--- src/rtl/core_ctrl_pkg.sv ---
// Shared types for the host-side core controller: opcodes, response status and FSM states.
// CORE_CTRL_TIMEOUT_EN (see core_host_ctrl) adds the RUN timeout; TIMEOUT aliases ABORT's code.
package core_ctrl_pkg;

    typedef enum logic [2:0] {
        WRITE_INSN = 3'd0,
        WRITE_DATA = 3'd1,
        READ_DATA  = 3'd2,
        RUN        = 3'd3,
        STOP       = 3'd4
    } op_t;

    typedef enum logic [1:0] {
        OK    = 2'd0,
        HALT  = 2'd1,
        ABORT = 2'd2,
        ERR   = 2'd3
    } status_t;

    // Host tells TIMEOUT from ABORT by comparing rsp_data with the timeout it asked for.
    localparam status_t TIMEOUT = ABORT;

    typedef enum logic [2:0] {
        IDLE,
        WR_INSN,
        WR_DATA,
        RD_WAIT,
        RST_CORE,
        RUNNING,
        RESP
    } state_t;

    localparam logic [31:0] CNT_MAX = 32'hFFFF_FFFF;

endpackage

--- src/rtl/core_ctrl_cycle_counter.sv ---
// Run-cycle counter: synchronous clear, saturating increment, and timeout compare.
// A zero timeout_i never matches; the top ties it to zero unless CORE_CTRL_TIMEOUT_EN is defined.
module core_ctrl_cycle_counter
    import core_ctrl_pkg::*;
(
    input  logic        clk,
    input  logic        reset_n,
    input  logic        clr_i,
    input  logic        en_i,
    input  logic [31:0] timeout_i,
    output logic [31:0] count_o,
    output logic        timeout_hit_o
);

    logic [31:0] count_q, count_d;

    always_comb begin
        count_d = count_q;
        if (clr_i) begin
            count_d = '0;
        end else if (en_i && (count_q != CNT_MAX)) begin
            count_d = count_q + 32'd1;
        end
    end

    always_ff @(posedge clk or negedge reset_n) begin
        if (!reset_n) begin
            count_q <= '0;
        end else begin
            count_q <= count_d;
        end
    end

    assign count_o       = count_q;
    assign timeout_hit_o = (timeout_i != '0) && (count_q == timeout_i);

endmodule

--- src/rtl/core_host_ctrl.sv ---
// Host command controller for a small core: loads instruction/data memory, runs the core, reports.
// Define CORE_CTRL_TIMEOUT_EN to honour the RUN timeout carried in cmd_data.
module core_host_ctrl
    import core_ctrl_pkg::*;
#(
    parameter int READ_LAT         = 2,
    parameter int RUN_RESET_CYCLES = 2
) (
    input  logic        clk,
    input  logic        reset_n,
    input  logic        cmd_valid,
    output logic        cmd_ready,
    input  logic [2:0]  cmd_op,
    input  logic [31:0] cmd_addr,
    input  logic [31:0] cmd_data,
    output logic        rsp_valid,
    input  logic        rsp_ready,
    output logic [1:0]  rsp_status,
    output logic [31:0] rsp_data,
    output logic        core_reset,
    output logic        run,
    output logic [31:0] insn_addr,
    output logic [31:0] insn_din,
    output logic        insn_we,
    output logic [31:0] data_addr,
    output logic [31:0] data_din,
    output logic        data_we,
    output logic        data_oe,
    input  logic [31:0] data_q,
    input  logic        halt_mon
);

    localparam logic [3:0] RD_LAST  = 4'(READ_LAT - 1);
    localparam logic [3:0] RST_LAST = 4'(RUN_RESET_CYCLES - 1);

    state_t      state_q, state_d;
    logic [3:0]  phase_q, phase_d;
    status_t     status_q, status_d;
    logic [31:0] rdata_q, rdata_d;
    logic [31:0] insn_addr_q, insn_addr_d, insn_din_q, insn_din_d;
    logic [31:0] data_addr_q, data_addr_d, data_din_q, data_din_d;
    logic        core_reset_q, core_reset_d;
    logic        cnt_clr, cnt_en, timeout_hit;
    logic [31:0] count, timeout_val;

`ifdef CORE_CTRL_TIMEOUT_EN
    logic [31:0] timeout_q, timeout_d;

    always_ff @(posedge clk or negedge reset_n) begin
        if (!reset_n) begin
            timeout_q <= '0;
        end else begin
            timeout_q <= timeout_d;
        end
    end

    assign timeout_val = timeout_q;
`else
    assign timeout_val = '0;
`endif

    core_ctrl_cycle_counter u_cnt (
        .clk           (clk),
        .reset_n       (reset_n),
        .clr_i         (cnt_clr),
        .en_i          (cnt_en),
        .timeout_i     (timeout_val),
        .count_o       (count),
        .timeout_hit_o (timeout_hit)
    );

    always_comb begin
        state_d     = state_q;
        phase_d     = phase_q;
        status_d    = status_q;
        rdata_d     = rdata_q;
        insn_addr_d = insn_addr_q;
        insn_din_d  = insn_din_q;
        data_addr_d = data_addr_q;
        data_din_d  = data_din_q;
        cnt_clr     = 1'b0;
        cnt_en      = 1'b0;
`ifdef CORE_CTRL_TIMEOUT_EN
        timeout_d   = timeout_q;
`endif
        case (state_q)
            IDLE: begin
                if (cmd_valid) begin
                    phase_d = '0;
                    case (cmd_op)
                        WRITE_INSN: begin
                            state_d     = WR_INSN;
                            insn_addr_d = cmd_addr;
                            insn_din_d  = cmd_data;
                        end
                        WRITE_DATA: begin
                            state_d     = WR_DATA;
                            data_addr_d = cmd_addr;
                            data_din_d  = cmd_data;
                        end
                        READ_DATA: begin
                            state_d     = RD_WAIT;
                            data_addr_d = cmd_addr;
                        end
                        RUN: begin
                            state_d = RST_CORE;
`ifdef CORE_CTRL_TIMEOUT_EN
                            timeout_d = cmd_data;
`endif
                        end
                        default: begin
                            state_d  = RESP;
                            status_d = ERR;
                            rdata_d  = '0;
                        end
                    endcase
                end
            end
            WR_INSN, WR_DATA: begin
                state_d  = RESP;
                status_d = OK;
                rdata_d  = '0;
            end
            RD_WAIT: begin
                phase_d = phase_q + 4'd1;
                if (phase_q == RD_LAST) begin
                    state_d  = RESP;
                    status_d = OK;
                    rdata_d  = data_q;
                end
            end
            RST_CORE: begin
                phase_d = phase_q + 4'd1;
                if (phase_q == RST_LAST) begin
                    state_d = RUNNING;
                    cnt_clr = 1'b1;
                end
            end
            RUNNING: begin
                // Halt outranks timeout, which outranks a host STOP; other opcodes are swallowed.
                cnt_en = 1'b1;
                if (halt_mon) begin
                    state_d  = RESP;
                    status_d = HALT;
                    rdata_d  = count;
                end else if (timeout_hit) begin
                    state_d  = RESP;
                    status_d = TIMEOUT;
                    rdata_d  = count;
                end else if (cmd_valid && (cmd_op == STOP)) begin
                    state_d  = RESP;
                    status_d = ABORT;
                    rdata_d  = count;
                end
            end
            RESP: begin
                if (rsp_ready) begin
                    state_d = IDLE;
                end
            end
            default: state_d = IDLE;
        endcase
        core_reset_d = (state_d == RST_CORE);
    end

    always_ff @(posedge clk or negedge reset_n) begin
        if (!reset_n) begin
            state_q      <= IDLE;
            phase_q      <= '0;
            status_q     <= OK;
            rdata_q      <= '0;
            insn_addr_q  <= '0;
            insn_din_q   <= '0;
            data_addr_q  <= '0;
            data_din_q   <= '0;
            core_reset_q <= 1'b1;
        end else begin
            state_q      <= state_d;
            phase_q      <= phase_d;
            status_q     <= status_d;
            rdata_q      <= rdata_d;
            insn_addr_q  <= insn_addr_d;
            insn_din_q   <= insn_din_d;
            data_addr_q  <= data_addr_d;
            data_din_q   <= data_din_d;
            core_reset_q <= core_reset_d;
        end
    end

    assign cmd_ready  = (state_q == IDLE) || (state_q == RUNNING);
    assign rsp_valid  = (state_q == RESP);
    assign rsp_status = status_q;
    assign rsp_data   = rdata_q;
    assign core_reset = core_reset_q;
    assign run        = (state_q == RUNNING);
    assign insn_we    = (state_q == WR_INSN);
    assign data_we    = (state_q == WR_DATA);
    assign data_oe    = (state_q == RD_WAIT);
    assign insn_addr  = insn_addr_q;
    assign insn_din   = insn_din_q;
    assign data_addr  = data_addr_q;
    assign data_din   = data_din_q;

endmodule

--- config.mk ---
export PLATFORM = sky130hd
export DESIGN_NAME = core_host_ctrl
export DESIGN_NICKNAME = d
export VERILOG_FILES = /design/src/rtl/core_ctrl_pkg.sv /design/src/rtl/core_ctrl_cycle_counter.sv /design/src/rtl/core_host_ctrl.sv
export SDC_FILE = /design/constraint.sdc
export NUM_CORES = 1
export LEC_CHECK = 0
export ABC_AREA = 1
export BUFFER_PORTS_ARGS = -buffer_cell sky130_fd_sc_hd__buf_2
export CAP_MARGIN = 10
export CORE_MARGIN = 3
export CORE_UTILIZATION = 45
export CTS_CLUSTER_DIAMETER = 60
export DETAILED_ROUTE_END_ITERATION = 16
export HOLD_SLACK_MARGIN = 0.03
export MAX_ROUTING_LAYER = met4
export PLACE_DENSITY_LB_ADDON = 0.08
export SYNTH_ARGS = -nofsm -noshare
export SYNTH_HDL_FRONTEND = slang
export SYNTH_HIERARCHICAL = 1
export SYNTH_SLANG_ARGS = --single-unit
--- constraint.sdc ---
create_clock -name clk -period 2.3 [get_ports clk]
set_clock_uncertainty 0.2 [all_clocks]
set_input_delay 0.69 -clock clk [delete_from_list [all_inputs] [get_ports clk]]
set_output_delay 0.69 -clock clk [all_outputs]
set_load 0.01 [all_outputs]
### After elaboration in Yosys (flattened, before gate mapping)

Index checks and enable logic that the tools add are counted.

* register bits after elaboration: 202
* bits of input ports: 104
* logic and storage cells: 73

* $add $sub $neg: 2
* equal/unequal tests: 17
* mux-type cells: 27
* reductions and logical operators: 17

Operators with widths (number)
* 32-bit two-way mux: 7
* 32-bit case mux with 4 select lines: 1
* 32-bit by 1-bit adder with 32-bit output (second input constant): 1
* 32-bit != test (second input constant): 1
* 3-bit two-way mux: 6
* 3-bit case mux with 6 select lines: 1
* 3-bit equality test (second input constant): 5
* 3-bit by 2-bit equality test with 1-bit output (second input constant): 4
* 3-bit case mux with 4 select lines: 1
* 2-bit two-way mux: 5
* 3-bit AND reduction: 3
* 2-bit case mux with 4 select lines: 1
* 4-bit case mux with 2 select lines: 1
* 3-bit by 1-bit equality test with 1-bit output (second input constant): 2
* 3-bit logical NOT: 2
* 2-bit OR reduction: 3
* 5-bit AND reduction: 1
* 4-bit by 1-bit adder with 4-bit output (second input constant): 1
* 4-bit by 1-bit equality test with 1-bit output (second input constant): 1
* 4-bit two-way mux: 1
* 2-bit != test (second input constant): 2
* 2-bit nonzero test: 2
* 4-bit nonzero test: 1
* 4-bit OR reduction: 1
* other kinds (6): 9

### Logic depth before layout (Yosys ltp)

Gate-level depths: netlist of run 1.

* depth after elaboration: 6
* gate-level depth with buffers: 15
* mapped depth without buffers: 14

### Hierarchy

Netlist of run 1, hierarchy kept.

By module, submodules not included
* core_host_ctrl: instances 1, cells each 813, area each 7106.8 sq um, seq. area each 4255.3 sq um
* core_ctrl_cycle_counter: instances 1, cells each 425, area each 2697.6 sq um, seq. area each 800.8 sq um

### Least setup slack after synthesis of run 1

No wires, ideal clock.

* kind: reg2reg
* start: register state_q[1]
* end: register u_cnt.count_q[25] (netlist: u_cnt/count_o[25])
* setup time: 0.065 ns
* arrival time: 1.740 ns
* data required time: 2.035 ns
* path slack: 0.294 ns
* cell stages (with the launch flop): 10
* period minus slack after synthesis: 2.006 ns
* cell sequence: dfrtp_1 inv_1 nand2_2 nor2_4 buf_2 inv_1 a21oi_1 buf_4 nand4_1 nand2_1

* longest elaborated chain between the ends: 4
* elaborated cells between the ends (all ways): 7

Ends and longest elaborated chain
* start: declaration: line core_host_ctrl.sv:36 `state_t state_q, state_d;`
* start signal: assignment: line core_host_ctrl.sv:178 `state_q <= state_d;`
* 3-bit equality test
* named net run: line core_host_ctrl.sv:21 `output logic run,`
* 1-bit two-way mux: line core_host_ctrl.sv:86 `case (state_q)`
* 1-bit logical AND: line core_ctrl_cycle_counter.sv:21 `end else if (en_i && (count_q != CNT_MAX)) begin`
* 2-bit nonzero test (no line)
* end signal: assignment: line core_ctrl_cycle_counter.sv:30 `count_q <= count_d;`
* end: declaration: line core_ctrl_cycle_counter.sv:15 `logic [31:0] count_q, count_d;`

The timed path passes the listed nets, and every way through them passes these cells.
A chain may end at the register's enable or synchronous reset.

### Final worst setup path of run 1

* start: register state_q[1]
* end: output run

* longest elaborated chain between the ends: 1

Ends and longest elaborated chain
* 3-bit equality test: line core_host_ctrl.sv:195 `assign run = (state_q == RUNNING);`
* end: declaration: line core_host_ctrl.sv:21

Every way passes these cells.

==> summary.md, run 1 <==
| Metric | Value |
|---|---|
| NumNets Final | `1705` |
| Crit. End Element | `output port` |
| Pwr Density | `1060 nW/µm²` |
| Top post-synthesis cells by area | `dfrtp_1 (51%), nand2_1 (16%), inv_1 (5.3%), o21ai_0 (5.2%), nor2_1 (3.8%)` |
| Worst EP arrival | `1.46 ns` |
| Top FF cell, synth | `dfrtp_1` |
| Final Hold Fails | `0` |
| Min cycle time layout | `2.35 ns` |
| Root Driver | `clkbuf_16` |
| Fin crit share | `102%` |
| Placed Cells incl. Taps | `1839` |
| Clock buffer count from CTS | `23` |
| Required time of the worst setup path | `1.41 ns` |
| Via count | `8860` |
| Final Max Slew Viols | `0` |
| CP cell instances | `inv_2 -> nand2_4 -> nor2_4 -> buf_8 -> buf_6` |
| Pint | `0.00851 W` |
| Ys async rst share | `100%` |
| Synth top cells by count | `nand2_1 (423), dfrtp_1 (201), inv_1 (138)` |
| H-tree Lvls | `1` |
| CP max FO | `2` |
| Max_cap viols | `0` |
| Initial antenna violation count | `2` |
| Clk slew on worst S/H paths | `0.06 ns` |
| WL per Instance | `14.8 µm` |
| Die width | `154 µm` |
| Port bufs | `272` |
| Fill cells | `2004` |
| RePlAce Congestion | `0.868` |
| Largest net degree at the start of global routing | `68` |
| Final setup margin | `-0.0495 ns` |
| Maximum vdd ir drop | `0.685 mV` |
| Crit start category | `register` |
| Comb pwr share | `34.0%` |
| CTS tree | `built` |
| Final setup viols | `2` |
| Flop pwr share | `40.5%` |
| Seq/Total Area, Yosys | `51.6%` |
| Syn Std Cell Area | `9800 µm²` |
| Hold crit path type | `primary input to register` |
| Synth top area share | `51.3%` |
| Residual DRC | `0` |
| GRT overflow | `0` |
| Via density | `4.69` |
| Avg Cell Area, Syn | `7.92 µm²` |
| Crit Path Class | `register to output port` |
| Clk pwr share | `25.5%` |
| Run status | `complete, but fails checks` |
| Clock Latency Late Sink | `0.52 ns` |
| Antenna Nets Post-Route | `0` |
| Failing checks | `setup timing` |
| Full die area | `23600 µm²` |
| Flops & latches, synth | `202` |
| Fraction of layout cells with a size suffix above 1 | `24.8%` |
| Critical path's slowest cell | `dfrtp_1` |
| Total GRT Usage | `24.1%` |
| F_max | `426 MHz` |
| Post-synth cell types | `34` |
| Worst slack, placed | `0.171 ns` |
| Initial DRC count | `621` |
| Total net switching power | `0.00490 W` |
| Total I/O pin count | `273` |
| Dpl hpwl | `20600 µm` |
| Row Count | `53` |
| Non-Filler Instances | `1891` |
| Initial Utilization | `46.2%` |
| Vias in the first global route | `8471` |
| Routed WL | `28100 µm` |
| Leading area contributor after synthesis | `dfrtp_1` |
| Clk sink count | `202` |
| RSZ-0062 raised after global routing | `true` |
| Number of synthesized flops with an enable pin | `0` |
| Die Height | `154 µm` |
| Most common cell in the synthesized netlist | `nand2_1` |
| Core footprint | `21200 µm²` |
| Cells after Synth | `1238` |
| First-pass GRT wire length | `45200 µm` |
| Switching part of the total | `36.6%` |
| Area Growth Syn to Fin | `29.0%` |
| DR pass1 iterations | `5` |
| Largest stage delay, worst path | `0.40 ns` |
| Yosys warns | `6` |
| Clock Tree Buf Depth | `3` |
| LEAKAGE | `6.87 nW` |
layout by cell type, fill, tap and decap left out, types with 2 or more instances in the layout:
| cell type | instances |
|---|---|
| inv_2 | 3 |
| buf_12 | 6 |
| xnor2_1 | 31 |
| buf_4 | 37 |
| o21ai_1 | 68 |
| buf_6 | 5 |
| o22ai_1 | 3 |
| nand3b_1 | 2 |
| a21oi_1 | 5 |
| clkbuf_16 | 23 |
| nand2_1 | 420 |
| clkbuf_1 | 5 |
| nor2_4 | 6 |
| clkinv_2 | 10 |
| nand2_4 | 3 |
| nand3_2 | 2 |
| o21ai_2 | 10 |
| nand3_1 | 41 |
| o21ai_0 | 102 |
| nor2_1 | 99 |
| nand4_1 | 20 |
| dfrtp_1 | 200 |
| ha_1 | 3 |
| nor2_2 | 5 |
| inv_1 | 136 |
| conb_1 | 67 |
| nand2_2 | 11 |
| diode_2 | 2 |
| xor2_1 | 8 |
| buf_2 | 268 |
| clkbuf_8 | 4 |
worst max-delay path, delay by kind of cell (launching register included):
| kind | cells | cell delay [ns] |
|---|---|---|
| DFF | 1 | 0.40 |
| buffers and inverters | 3 | 0.33 |
| and+or+nand+nor | 2 | 0.20 |
logic make-up after synthesis:
kind of cell               synth area share, %
xor gates and xnor gates                  3.48
buffers and inverters                     8.47
and+or+nand+nor                           26.0
adders and majority gates                0.383
other                                   0.0382
DFF                                       51.6
AOI/OAI and AO/OA                         10.1
per-stage QoR:
step / hold slack (ns) / setup TNS, ns / util (%) / area (µm²) / power (W)
2_1_floorplan: 0.194 / 0 / - / 10100 / 0.00796
3_3_place_gp: 0.262 / 0 / 55.7 / 11800 / 0.00983
3_5_place_dp: 0.268 / 0 / 55.7 / 11800 / 0.00992
4_1_cts: 0.208 / -0.161 / 59.5 / 12600 / 0.0135
5_1_grt: 0.220 / -0.475 / 59.6 / 12700 / 0.0143
6_report: 0.227 / -0.0779 / 59.6 / 12700 / 0.0134
layout make-up:
type | instances | area [µm²] | share of cell area (%)
tap | 275 | 344 | 2.72
sequential | 202 | 5060 | 40.0
clock inverter | 10 | 65.1 | 0.514
multi-input combinational | 912 | 4180 | 33.1
inverter | 140 | 527 | 4.16
clock buffer | 31 | 636 | 5.02
timing repair buffer | 319 | 1830 | 14.5
antenna | 2 | 5.00 | 0.0396
state kept, by name (all words and copies together) (netlist names):
| name | flops |
|---|---|
| insn_din | 32 |
| insn_addr | 32 |
| data_din | 32 |
| u_cnt/count_o | 32 |
| state_q | 3 |
| rsp_data | 32 |
| phase_q | 4 |
| rsp_status | 2 |
| data_addr | 32 |
| core_reset | 1 |
power groups by stage:
stage	Combinational [W]	Clock [W]	Sequential, W
after CTS	0.00458	0.00352	0.00542
final	0.00456	0.00342	0.00543
after detailed placement	0.00447	0	0.00545
after global placement	0.00437	0	0.00546
after floorplan	0.00199	0	0.00598
after global routing	0.00509	0.00367	0.00557
per-layer routing:
layer / vias to the layer above / share of wire, % / GRT usage [%]
li1: 4527 / - / -
met1: 4006 / 44 / 32.2
met2: 267 / 47 / 38.4
met3: 60 / 5.7 / 3.52
met4: 0 / 3.0 / 7.15
met5: - / 0 / -
timing repair:
item,CTS,global route
setup buffers,7,1
hold buffers,1,0
setup endpoints to repair,5,6
gates cloned,0,0
resized for setup,10,5
pin swaps,2,2
endpoints found under the hold margin,20,0
final timing paths:
| path | start | cells after the start | to | slack (ns) |
|---|---|---|---|---|
| max | state_q[1] | 5 | run | -0.05 |
| min | cmd_data[18] | 3 | insn_din[18] | 0.23 |
| max reg2reg | state_q[1] | 10 | rsp_data[5] | 0.23 |
| min reg2reg | data_addr[27] | 2 | data_addr[27] | 0.28 |
| max in group asynchronous | reset_n | 3 | insn_din[13] | 0.83 |
| min in group asynchronous | reset_n | 2 | data_addr[8] | 0.41 |
(Power assumes the default switching activity.)
==> run 2, diff against run 1 <==
--- a/config.mk
+++ b/config.mk
@@ -8,8 +8,10 @@
 export ABC_AREA = 1
 export BUFFER_PORTS_ARGS = -buffer_cell sky130_fd_sc_hd__buf_2
 export CAP_MARGIN = 10
+export CELL_PAD_IN_SITES_DETAIL_PLACEMENT = 0
+export CELL_PAD_IN_SITES_GLOBAL_PLACEMENT = 2
 export CORE_MARGIN = 3
-export CORE_UTILIZATION = 45
+export CORE_UTILIZATION = 30
 export CTS_CLUSTER_DIAMETER = 60
 export DETAILED_ROUTE_END_ITERATION = 16
 export HOLD_SLACK_MARGIN = 0.03
==> summary.md, run 2 (same netlist as run 1, synthesis figures left out) <==
| Metric | Value |
|---|---|
| CTS tree | `built` |
| Clock Latency Late Sink | `0.52 ns` |
| Clock Tree Buf Depth | `3` |
| Final Cell Area | `13300 µm²` |
| Maximum vdd ir drop | `0.521 mV` |
| Initial Utilization | `30.8%` |
| Via count | `8938` |
| Crit. End Element | `output port` |
| Pwr Density | `1100 nW/µm²` |
| Antenna Nets Post-Route | `0` |
| Most frequent cells in the layout | `nand2_1 (420), buf_2 (268), dfrtp_1 (199)` |
| Area after DPL | `12200 µm²` |
| DR pass1 iterations | `6` |
| Finished Core Util | `41.8%` |
| Fill cells | `3388` |
| Required time of the worst setup path | `1.41 ns` |
| Total GRT Usage | `19.2%` |
| Via density | `4.29` |
| Final setup margin | `-0.0676 ns` |
| Hold Slack | `0.217 ns` |
| Total I/O pin count | `273` |
| CP max FO | `5` |
| Dpl hpwl | `25200 µm` |
| Residual DRC | `0` |
| RSZ-0062 raised after global routing | `true` |
| Final Hold Fails | `0` |
| GRT overflow | `0` |
| Largest net degree at the start of global routing | `65` |
| Core footprint | `31900 µm²` |
| F_max | `422 MHz` |
| First-pass GRT wire length | `52200 µm` |
| Crit Path Class | `register to output port` |
| Final Max Slew Viols | `0` |
| Full die area | `34900 µm²` |
| Crit start category | `register` |
| Area Growth Syn to Fin | `35.8%` |
| Hold crit path type | `primary input to register` |
| Die Height | `187 µm` |
| Run status | `complete, but fails checks` |
| Clk slew on worst S/H paths | `0.06 ns` |
| Non-Filler Instances | `2083` |
| LEAKAGE | `7.12 nW` |
| Fin crit share | `103%` |
| RePlAce Congestion | `0.787` |
| Clk sink count | `202` |
| Min cycle time layout | `2.37 ns` |
| H-tree Lvls | `1` |
| Die width | `187 µm` |
| Row Count | `65` |
| Routed WL | `32900 µm` |
| Worst slack, placed | `0.150 ns` |
| Vias in the first global route | `8960` |
| Initial DRC count | `507` |
| Commonest non-fill, non-tap cell in the layout | `nand2_1` |
| Worst EP arrival | `1.48 ns` |
| Placed Cells incl. Taps | `2021` |
| Initial antenna violation count | `1` |
| NumNets Final | `1735` |
| WL per Instance | `15.8 µm` |
| Max_cap viols | `0` |
| Root Driver | `clkbuf_16` |
| Failing checks | `setup timing` |
| Clock buffer count from CTS | `27` |
| Final setup viols | `5` |
| Port bufs | `272` |
| Fraction of layout cells with a size suffix above 1 | `26.5%` |
run 2: final timing paths:
kind                                   start             to  slack (ns)  cells past startpoint
worst min-delay path             cmd_addr[3]   insn_addr[3]        0.22                      3
min in group asynchronous            reset_n    data_din[8]        0.46                      2
max in group asynchronous            reset_n  insn_addr[13]        0.77                      3
worst min register to register  rsp_data[17]   rsp_data[17]        0.27                      2
worst max register to register    state_q[1]    insn_din[6]        0.30                      8
worst max-delay path              state_q[0]        data_we       -0.07                      3
run 2: area by class of cell:
type | count | area (µm²) | share of cell area, %
clock buffer | 36 | 759 | 5.70
tap | 435 | 544 | 4.09
clock inverter | 12 | 176 | 1.33
sequential | 202 | 5060 | 38.0
inverter | 140 | 527 | 3.96
timing repair buffer | 345 | 2050 | 15.4
antenna | 1 | 2.50 | 0.0188
multi-input combinational | 912 | 4190 | 31.5
run 2: what timing repair did:
item,4_1_cts,5_1_grt
setup endpoints to repair,6,6
pin swaps,4,3
hold endpoints to repair,35,0
hold buffers,1,0
resized for setup,14,0
buffers inserted,11,1
run 2: critical path: stages, from the launching register on:
cell and delay (ns):
dfrtp_2 0.46, buf_4 0.17, nor3_4 0.17, buf_2 0.16
run 2: stage by stage:
step | TNS [ns] | total power (W)
6_report | -0.157 | 0.0147
5_1_grt | -0.591 | 0.0156
4_1_cts | -0.398 | 0.0149
3_5_place_dp | 0 | 0.0102
3_3_place_gp | 0 | 0.0101
2_1_floorplan | 0 | 0.00796
run 2: where the power goes:
group | leakage, nW | internal (W) | switching [W]
Clock | 0.460 | 0.00276 | 0.00160
Combinational | 4.00 | 0.00192 | 0.00292
Sequential | 2.65 | 0.00475 | 0.000711
run 2: per-layer routing:
metal | GRT usage [%] | part of all wire (%) | wire (µm) | up-vias
met5 | - | 0 | 0 | -
met4 | 3.20 | 1.4 | 452 | 0
met3 | 3.33 | 4.9 | 1600 | 34
met2 | 31.6 | 48 | 15700 | 228
met1 | 25.4 | 46 | 15200 | 4090
li1 | - | - | - | 4586
==> run 3, diff against run 2 <==
--- a/config.mk
+++ b/config.mk
@@ -7,7 +7,7 @@
 export LEC_CHECK = 0
 export ABC_AREA = 1
 export BUFFER_PORTS_ARGS = -buffer_cell sky130_fd_sc_hd__buf_2
-export CAP_MARGIN = 10
+export CAP_MARGIN = 5
 export CELL_PAD_IN_SITES_DETAIL_PLACEMENT = 0
 export CELL_PAD_IN_SITES_GLOBAL_PLACEMENT = 2
 export CORE_MARGIN = 3
@@ -17,6 +17,8 @@
 export HOLD_SLACK_MARGIN = 0.03
 export MAX_ROUTING_LAYER = met4
 export PLACE_DENSITY_LB_ADDON = 0.08
+export REMOVE_ABC_BUFFERS = 1
+export SKIP_CTS_REPAIR_TIMING = 1
 export SYNTH_ARGS = -nofsm -noshare
 export SYNTH_HDL_FRONTEND = slang
 export SYNTH_HIERARCHICAL = 1
==> summary.md, run 3 (same netlist as run 1, synthesis figures left out) <==
| Metric | Value |
|---|---|
| Hold crit path type | `primary input to register` |
| Fin crit share | `104%` |
| DR pass1 iterations | `4` |
| Pwr Density | `1080 nW/µm²` |
| Via density | `4.26` |
| Min cycle time layout | `2.40 ns` |
| Placed Cells incl. Taps | `2018` |
| Initial Utilization | `30.8%` |
| Max_cap viols | `0` |
| Clk sink count | `202` |
| Flop pwr share | `38.0%` |
| Area Growth Syn to Fin | `35.2%` |
| Fraction of layout cells with a size suffix above 1 | `26.1%` |
| Clock buffer count from CTS | `26` |
| Final Max Slew Viols | `0` |
| Dpl hpwl | `24300 µm` |
| Pint | `0.00910 W` |
| Most frequent cells in the layout | `nand2_1 (421), buf_2 (269), dfrtp_1 (199)` |
| Crit Path Class | `register to output port` |
| Total net switching power | `0.00523 W` |
| Clk pwr share | `28.7%` |
| RePlAce Congestion | `0.801` |
| Full die area | `34900 µm²` |
| Final Cell Area | `13300 µm²` |
| Non-Filler Instances | `2082` |
| Final setup viols | `4` |
| Vias in the first global route | `8755` |
| Maximum vdd ir drop | `0.486 mV` |
| Die Height | `187 µm` |
| Residual DRC | `0` |
| Clock Latency Late Sink | `0.53 ns` |
| Switching part of the total | `36.5%` |
| Initial DRC count | `337` |
| Initial antenna violation count | `2` |
| GRT overflow | `0` |
| Worst EP arrival | `1.51 ns` |
| Via count | `8861` |
| F_max | `417 MHz` |
| Final Hold Fails | `0` |
| Crit. End Element | `output port` |
| CP max FO | `6` |
| Failing checks | `setup timing` |
| Crit start category | `register` |
| Required time of the worst setup path | `1.41 ns` |
| NumNets Final | `1733` |
| Slew headroom | `61.5%` |
| LEAKAGE | `7.08 nW` |
| CTS tree | `built` |
| Row Count | `65` |
| Commonest non-fill, non-tap cell in the layout | `nand2_1` |
| Area taken by multi-input logic gates | `4170 µm²` |
| Least-Margin Pin Slew | `0.571 ns` |
| Core footprint | `31900 µm²` |
| Run status | `complete, but fails checks` |
| Antenna Nets Post-Route | `0` |
| Comb pwr share | `33.3%` |
| Port bufs | `272` |
| Setup TNS | `-0.290 ns` |
| Total GRT Usage | `18.8%` |
| Area after DPL | `12200 µm²` |
| Largest net degree at the start of global routing | `66` |
| RSZ-0062 raised after global routing | `true` |
| Total I/O pin count | `273` |
| Clock Tree Buf Depth | `3` |
| First-pass GRT wire length | `51100 µm` |
| Die width | `187 µm` |
| Register area | `5060 µm²` |
| Routed WL | `32300 µm` |
| WL per Instance | `15.5 µm` |
| H-tree Lvls | `1` |
| Final setup margin | `-0.0954 ns` |
| Hold Slack | `0.212 ns` |
| Clk slew on worst S/H paths | `0.06 ns` |
| Fill cells | `3402` |
| Root Driver | `clkbuf_16` |
## run 3: changes by cell type in the layout (fill, tap and decap cells not counted), moves of 2 or more
cell | previous run | this run
buf_12 | 9 | 11
clkbuf_8 | 6 | 2
inv_6 | 1 | 3
buf_4 | 63 | 60
buf_6 | 3 | 1
## run 3: power by group through the flow
stage	clock network [W]	registers (W)	logic, W
2_1_floorplan	0	0.00600	0.00173
3_3_place_gp	0	0.00551	0.00463
3_5_place_dp	0	0.00552	0.00469
4_1_cts	0.00424	0.00546	0.00470
5_1_grt	0.00438	0.00562	0.00534
6_report	0.00411	0.00545	0.00477
## run 3: final cells by class
| type | instances | area share, % |
|---|---|---|
| clock buffer | 32 | 5.15 |
| tap | 435 | 4.11 |
| antenna | 2 | 0.0378 |
| inverter | 140 | 3.97 |
| timing repair buffer | 344 | 15.7 |
| clock inverter | 15 | 1.40 |
| sequential | 202 | 38.2 |
| multi-input combinational | 912 | 31.5 |
## run 3: through the flow
| stage | worst slack (ns) | utilization [%] | power (W) |
|---|---|---|---|
| finish | -0.0954 | 41.6 | 0.0143 |
| global route | -0.171 | 41.6 | 0.0153 |
| CTS | -0.332 | 41.1 | 0.0144 |
| detailed placement | 0.155 | 38.3 | 0.0102 |
| global placement | 0.185 | 38.3 | 0.0101 |
| floorplan | -1.37 | - | 0.00773 |
## run 3: path summary, 6_finish.rpt
path	start	endpoint	slack (ns)	cells past startpoint
min	cmd_addr[3]	insn_addr[3]	0.21	3
max	state_q[1]	data_oe	-0.1	5
max in group asynchronous	reset_n	insn_din[2]	0.77	3
min reg2reg	rsp_data[6]	rsp_data[6]	0.28	2
max reg2reg	u_cnt/count_o[0]	u_cnt/count_o[24]	0.20	11
min in group asynchronous	reset_n	data_addr[14]	0.48	2
## run 3: metal layers
metal  track usage, %  wire length (µm)  up-vias  share of wire, %
li1                 -                 -     4574                 -
met1             24.8             14800     4021                46
met2             30.7             15300      232                47
met3             3.63              1880       34               5.8
met4             2.94               367        0               1.1
met5                -                 0        -                 0
## run 3: critical path, stage by stage (launching register included)
cell and delay (ns):
dfrtp_2 0.43, buf_4 0.15, nand2_2 0.08, nor2_4 0.05, buf_12 0.13, buf_4 0.14
